File: src/rtl/trade_pkg.sv
// Shared types and constants for the trade order controller.
//   ctrl_state_t : FSM state encoding, exported on ctrl_state
//   SIDE_BUY/SIDE_SELL : order_side encoding
//   DROP_CNT_W   : width of the discarded-signal counter
package trade_pkg;

  typedef enum logic [1:0] {
    IDLE     = 2'd0,
    ISSUE    = 2'd1,
    COOLDOWN = 2'd2
  } ctrl_state_t;

  localparam logic SIDE_BUY  = 1'b1;
  localparam logic SIDE_SELL = 1'b0;

  localparam int DROP_CNT_W = 16;

endpackage

File: src/rtl/trade_cooldown_timer.sv
// Loadable down-counter that times the post-order cooldown.
// Ports:
//   clk      : system clock
//   rst      : synchronous active-high reset, clears the count
//   load     : load load_val this cycle (has priority over counting)
//   load_val : value loaded on load
//   done     : count is zero
module trade_cooldown_timer #(
  parameter int CNT_W = 4
) (
  input  logic             clk,
  input  logic             rst,
  input  logic             load,
  input  logic [CNT_W-1:0] load_val,
  output logic             done
);

  logic [CNT_W-1:0] r_cnt;

  // NOTE: sequential state is updated with non-blocking assignments so every
  // register samples the pre-edge values, independent of statement order.
  always_ff @(posedge clk) begin
    if (rst) begin
      r_cnt <= '0;
    end else if (load) begin
      r_cnt <= load_val;
    end else if (r_cnt != '0) begin
      r_cnt <= r_cnt - CNT_W'(1);
    end
  end

  assign done = (r_cnt == '0);

endmodule

File: src/rtl/trade_order_ctrl.sv
// Turns qualified buy/sell decisions from the SMA signal generator into a
// single rate-limited order stream with a net-position limit, a post-order
// cooldown and a valid/ready handshake. Discarded signals are counted.
// Ports:
//   clk, rst       : clock, synchronous active-high reset
//   enable         : arms order generation in IDLE
//   data_valid_sma : buy_signal/sell_signal valid this cycle
//   buy_signal     : buy decision
//   sell_signal    : sell decision
//   order_ready    : downstream accepts the order this cycle
//   order_valid    : order present on order_side
//   order_side     : 1 = buy, 0 = sell
//   position       : signed net position (buys minus sells)
//   ctrl_state     : FSM state encoding
//   drop_cnt       : saturating count of discarded signals
module trade_order_ctrl
  import trade_pkg::*;
#(
  parameter int COOLDOWN_CYCLES = 16,
  parameter int POS_LIMIT       = 4,
  parameter int POS_W           = $clog2(POS_LIMIT + 1) + 1
) (
  input  logic                    clk,
  input  logic                    rst,
  input  logic                    enable,
  input  logic                    data_valid_sma,
  input  logic                    buy_signal,
  input  logic                    sell_signal,
  input  logic                    order_ready,
  output logic                    order_valid,
  output logic                    order_side,
  output logic signed [POS_W-1:0] position,
  output logic [1:0]              ctrl_state,
  output logic [DROP_CNT_W-1:0]   drop_cnt
);

  // The timer holds COOLDOWN_CYCLES-1; keep it at least one bit wide so the
  // zero-cooldown build still elaborates (the timer is never loaded there).
  localparam int CNT_W      = (COOLDOWN_CYCLES > 1) ? $clog2(COOLDOWN_CYCLES) : 1;
  localparam int LOAD_INT   = (COOLDOWN_CYCLES > 0) ? COOLDOWN_CYCLES - 1 : 0;
  localparam logic [CNT_W-1:0] LOAD_VAL = CNT_W'(LOAD_INT);

  localparam logic signed [POS_W-1:0] POS_MAX = POS_W'(POS_LIMIT);
  localparam logic signed [POS_W-1:0] POS_MIN = -POS_MAX;
  localparam logic signed [POS_W-1:0] POS_ONE = POS_W'(1);

  ctrl_state_t                r_state;
  ctrl_state_t                w_state_nxt;
  logic                       r_order_valid;
  logic                       w_valid_nxt;
  logic                       r_order_side;
  logic                       w_side_nxt;
  logic signed [POS_W-1:0]    r_position;
  logic signed [POS_W-1:0]    w_pos_nxt;
  logic [DROP_CNT_W-1:0]      r_drop_cnt;
  logic                       w_drop;
  logic                       w_load;
  logic                       w_cd_done;
  logic                       w_event;
  logic                       w_handshake;

  assign w_event     = data_valid_sma && (buy_signal || sell_signal);
  assign w_handshake = r_order_valid && order_ready;

  trade_cooldown_timer #(
    .CNT_W (CNT_W)
  ) u_cooldown (
    .clk      (clk),
    .rst      (rst),
    .load     (w_load),
    .load_val (LOAD_VAL),
    .done     (w_cd_done)
  );

  // NOTE: every signal driven here gets a default first, so no path through
  // the case leaves one unassigned and no latch is inferred.
  always_comb begin
    w_state_nxt = r_state;
    w_valid_nxt = r_order_valid;
    w_side_nxt  = r_order_side;
    w_pos_nxt   = r_position;
    w_drop      = 1'b0;
    w_load      = 1'b0;

    case (r_state)
      IDLE: begin
        if (enable && w_event) begin
          if (buy_signal && sell_signal) begin
            w_drop = 1'b1;
          end else if (buy_signal) begin
            if (r_position < POS_MAX) begin
              w_side_nxt  = SIDE_BUY;
              w_valid_nxt = 1'b1;
              w_state_nxt = ISSUE;
            end else begin
              w_drop = 1'b1;
            end
          end else begin
            if (r_position > POS_MIN) begin
              w_side_nxt  = SIDE_SELL;
              w_valid_nxt = 1'b1;
              w_state_nxt = ISSUE;
            end else begin
              w_drop = 1'b1;
            end
          end
        end
      end

      ISSUE: begin
        // The FSM is busy, so any event here is discarded, even one arriving
        // together with the handshake.
        w_drop = w_event;
        if (w_handshake) begin
          w_valid_nxt = 1'b0;
          w_pos_nxt   = (r_order_side == SIDE_BUY) ? r_position + POS_ONE
                                                   : r_position - POS_ONE;
          if (COOLDOWN_CYCLES > 0) begin
            w_load      = 1'b1;
            w_state_nxt = COOLDOWN;
          end else begin
            w_state_nxt = IDLE;
          end
        end
      end

      COOLDOWN: begin
        w_drop = w_event;
        if (w_cd_done) begin
          w_state_nxt = IDLE;
        end
      end

      default: begin
        // Unused encoding: recover without emitting an order.
        w_state_nxt = IDLE;
        w_valid_nxt = 1'b0;
      end
    endcase
  end

  always_ff @(posedge clk) begin
    if (rst) begin
      r_state       <= IDLE;
      r_order_valid <= 1'b0;
      r_order_side  <= SIDE_SELL;
      r_position    <= '0;
    end else begin
      r_state       <= w_state_nxt;
      r_order_valid <= w_valid_nxt;
      r_order_side  <= w_side_nxt;
      r_position    <= w_pos_nxt;
    end
  end

  // Saturating telemetry counter: holds at all-ones instead of wrapping.
  always_ff @(posedge clk) begin
    if (rst) begin
      r_drop_cnt <= '0;
    end else if (w_drop && (r_drop_cnt != '1)) begin
      r_drop_cnt <= r_drop_cnt + DROP_CNT_W'(1);
    end
  end

  assign order_valid = r_order_valid;
  assign order_side  = r_order_side;
  assign position    = r_position;
  assign ctrl_state  = r_state;
  assign drop_cnt    = r_drop_cnt;

endmodule
File: config.mk
export PLATFORM = sky130hd
export DESIGN_NAME = trade_order_ctrl
export DESIGN_NICKNAME = d
export VERILOG_FILES = /design/src/rtl/trade_pkg.sv /design/src/rtl/trade_cooldown_timer.sv /design/src/rtl/trade_order_ctrl.sv
export SDC_FILE = /design/constraint.sdc
export NUM_CORES = 1
export LEC_CHECK = 0
export CAP_MARGIN = 20
export CORE_ASPECT_RATIO = 0.5
export CORE_UTILIZATION = 51
export DETAILED_ROUTE_END_ITERATION = 7
export PLACE_DENSITY = 0.89
export SLEW_MARGIN = 20
export SYNTH_ARGS = -nofsm -noshare
export SYNTH_HDL_FRONTEND = slang
export SYNTH_SLANG_ARGS = --single-unit
File: constraint.sdc
create_clock -name clk -period 2.3 [get_ports clk]
set_input_delay 0.23 -clock clk [delete_from_list [all_inputs] [get_ports clk]]
set_output_delay 0.23 -clock clk [all_outputs]
set_load 0.05 [all_outputs]
==> flow_metrics.tcl <==
set metrics [dict create \
    finalCriticalPeriod_ps 2150 \
    worst_slew_pin_slew_ps 530 \
    stdcell_area_um2 2050 \
    regToRegStartpoint "ctrl_state[1]$_SDFFE_PP0P_" \
    final_core_util_pct 73.8 \
    syn-cell-area_um2 1590 \
    startpoint_type "flip-flop" \
    root_buffer "clkbuf_8" \
    skew_ps 2.92 \
    grt_max_degree 26 \
    initial_core_util_pct 57.3 \
    placementRows 13 \
    setup_slack_ps 151 \
    status "complete, no violations" \
    hold_viol 0 \
    clkTransAtPathRegs_ps 100 \
    p_leak_nw 0.730 \
    cts_buffer_depth 2 \
    required_ps 2520 \
    drt-pass1-iter-count 4 \
    p_int_mw 0.866 \
    dieArea_um2 3370 \
    rr_worst_depth 7 \
    dieHeight_um 41.5 \
    dpl.hpwl_um 2750 \
    vias 1555 \
    yosys_warnings 0 \
    num_antenna_cells 0 \
    layout_common_cells "clkdlybuf4s50_1, dfxtp_1, a21oi_1" \
    rsz0062_at_grt "no" \
    whs_path_depth 2 \
    crit_buf_inv 2 \
    crit_chain "inv_1, ha_2, nor3b_2, a21oi_1, buf_4, or4b_2, a21oi_1" \
    place_ws_ps -84.2 \
    grt_usage_pct 25.5 \
    rrSetupSlack_ps 150 \
    area_delta_synth_final_pct 28.7 \
    cp_max_fo 25 \
    setup_viol 0 \
    p_clk_share_pct 33.5 \
    portBuffers 30 \
    crit_type "flip-flop to flip-flop" \
    postRouteAntennaNets 0 \
    post_dp_cell_area_um2 1970 \
    coreArea_um2 2780 \
    cap_violations 0 \
    cts_resized 0 \
    pwr-share-comb_pct 21.2 \
    io_pins 31 \
    ys_async_sr_fraction_pct 0 \
    layout_commonest_cell "clkdlybuf4s50_1" \
    max_freq_mhz 465 \
    syn_nets 203 \
    clkLatencyLatePin_ps 290 \
    antenna_found_initial 0 \
    endpoint_kind "flip-flop" \
    grt_remaining_overflow 0 \
    r2r_end "drop_cnt[10]$_SDFFE_PP0P_" \
    grt_pass1_wl_um 6620 \
    avgRoutedWirePerCell_um 15.3 \
    cts_buffers 3 \
    h-tree-depth 1 \
    finalCritPeriodShare_pct 93.4 \
    vias_per_cell 6.05 \
    cts_setup_buffers 0 \
    yosysUniqueCellTypes 44 \
    cpMaxStageDelayCell "or4b_2" \
    cts_tree "done" \
    crit_arrival_ps 2370 \
    cp_top_family "simple AND/OR/NAND/NOR gates" \
    drt_first_iter_violations 53 \
    path_depth 7 \
    maxSlewViolCount 0 \
    drc_errors 0 \
    ys_seq_elements 28 \
    cts_sinks 28 \
    p_sw_share_pct 28.2 \
    switchingPower_mw 0.341 \
    postSynthCellCount 186 \
    die_width_um 81.1 \
    synth_edf_count 0 \
    cpMostUsedCell "a21oi_1" \
    syn-mean-instance-area_um2 8.57 \
    synth-seq-area-share_pct 35.2 \
    holdCritStartpoint "drop_cnt[3]$_SDFFE_PP0P_" \
    gp_congestion 0.805 \
    routed_wl_um 3940 \
    power_frac_seq_pct 45.3 \
    ir_drop_mv 0.318 \
    nNetsFinal 238 \
    drive_gt1_share_pct 12.7 \
    powerDensity_nw_per_um2 588 \
    hold_path.class "flip-flop to flip-flop" \
    slew_headroom_pct 64.6 \
    grt_pass1_vias 1439 \
    holdPathEnd "drop_cnt[3]$_SDFFE_PP0P_" \
    ctsHoldBuffers 0 \
    cp_slowest_stage_delay_ps 620 \
    synthFlopType "dfxtp_1" \
]
-- how the worst max path moves through the flow --
stage                                     end  slack, ps                        from
finish              drop_cnt[10]$_SDFFE_PP0P_        150  ctrl_state[1]$_SDFFE_PP0P_
global route        drop_cnt[10]$_SDFFE_PP0P_         40  ctrl_state[1]$_SDFFE_PP0P_
CTS                 drop_cnt[10]$_SDFFE_PP0P_         80  ctrl_state[1]$_SDFFE_PP0P_
detailed placement  drop_cnt[10]$_SDFFE_PP0P_        -80                  buy_signal
global placement     drop_cnt[3]$_SDFFE_PP0P_         60                  buy_signal
floorplan           drop_cnt[15]$_SDFFE_PP0P_         30    drop_cnt[5]$_SDFFE_PP0P_
-- final cells by class --
cell class | instances | area (µm²)
Fill cell | 206 | 729
Sequential cell | 28 | 566
Clock buffer | 3 | 41.3
Multi-Input combinational cell | 144 | 990
Clock inverter | 1 | 30.0
Tap cell | 37 | 46.3
Timing Repair Buffer | 37 | 353
Inverter | 7 | 26.3
-- routing by layer --
layer | up-vias | part of all wire [%] | routed length (µm) | GRT usage (%)
met3 | 18 | 4.2 | 166 | 4.40
met5 | - | 0 | 0 | 0
met2 | 51 | 48 | 1900 | 44.0
li1 | 757 | - | - | -
met4 | 0 | 3.2 | 127 | 10.4
met1 | 729 | 44 | 1740 | 31.5
-- registers in the layout, indices dropped and copies added (netlist names) --
signal and cells:
order_valid 1, order_side 1, position 4, ctrl_state 2, u_cooldown.r_cnt 4, drop_cnt 16
-- worst min-delay path: stages, from the launching register on --
cell     delay (ps)
dfxtp_2         360
o31ai_1          70
a21oi_1          50
-- kinds of logic (layout without fill, tap and decap cells) --
kind of cell / count (synthesis) / count (layout) / share of synthesized area (%)
fa+ha+maj: 10 / 10 / 8.32
xor+xnor: 4 / 4 / 2.20
compound gates: 49 / 49 / 19.2
mux: 6 / 6 / 4.00
simple gates: 75 / 75 / 27.6
buf+inv: 14 / 48 / 3.53
flops: 28 / 28 / 35.2
-- synth_stat cells, types with 2 or more instances --
cell type,n,area share (%)
a21o_1,2,0.94
nor3_1,7,2.2
nor2b_1,4,1.6
nor4_1,2,0.78
nand3b_1,2,0.94
dfxtp_1,28,35
o31ai_1,9,4.2
nand2b_1,3,1.2
inv_1,7,1.6
or4_1,8,3.8
nand3_1,6,1.9
o21a_1,3,1.4
a21oi_1,22,6.9
nand2_1,12,2.8
xnor2_1,3,1.6
nand4_1,5,2.0
mux2i_1,3,1.9
nor2_1,12,2.8
buf_2,3,0.94
ha_1,9,7.1
o21ai_0,6,1.9
or3_1,4,1.6
clkbuf_1,3,0.71
mux2_2,3,2.1
-- power by group through the flow --
stage	Clock, mW	Combinational (mW)	Sequential (mW)
after global routing	0.420	0.292	0.554
after detailed placement	0	0.250	0.558
after global placement	0	0.237	0.556
after CTS	0.403	0.254	0.546
final	0.404	0.256	0.547
after floorplan	0	0.170	0.571
-- through the flow --
stage	hold WS, ps	instances	setup TNS [ps]	power (mW)
6_report	515	257	0	1.21
3_3_place_gp	486	253	0	0.792
3_5_place_dp	497	253	-190	0.807
4_1_cts	514	257	0	1.20
2_1_floorplan	374	186	0	0.741
5_1_grt	532	257	0	1.27
Power figures use the tool's default switching activity.
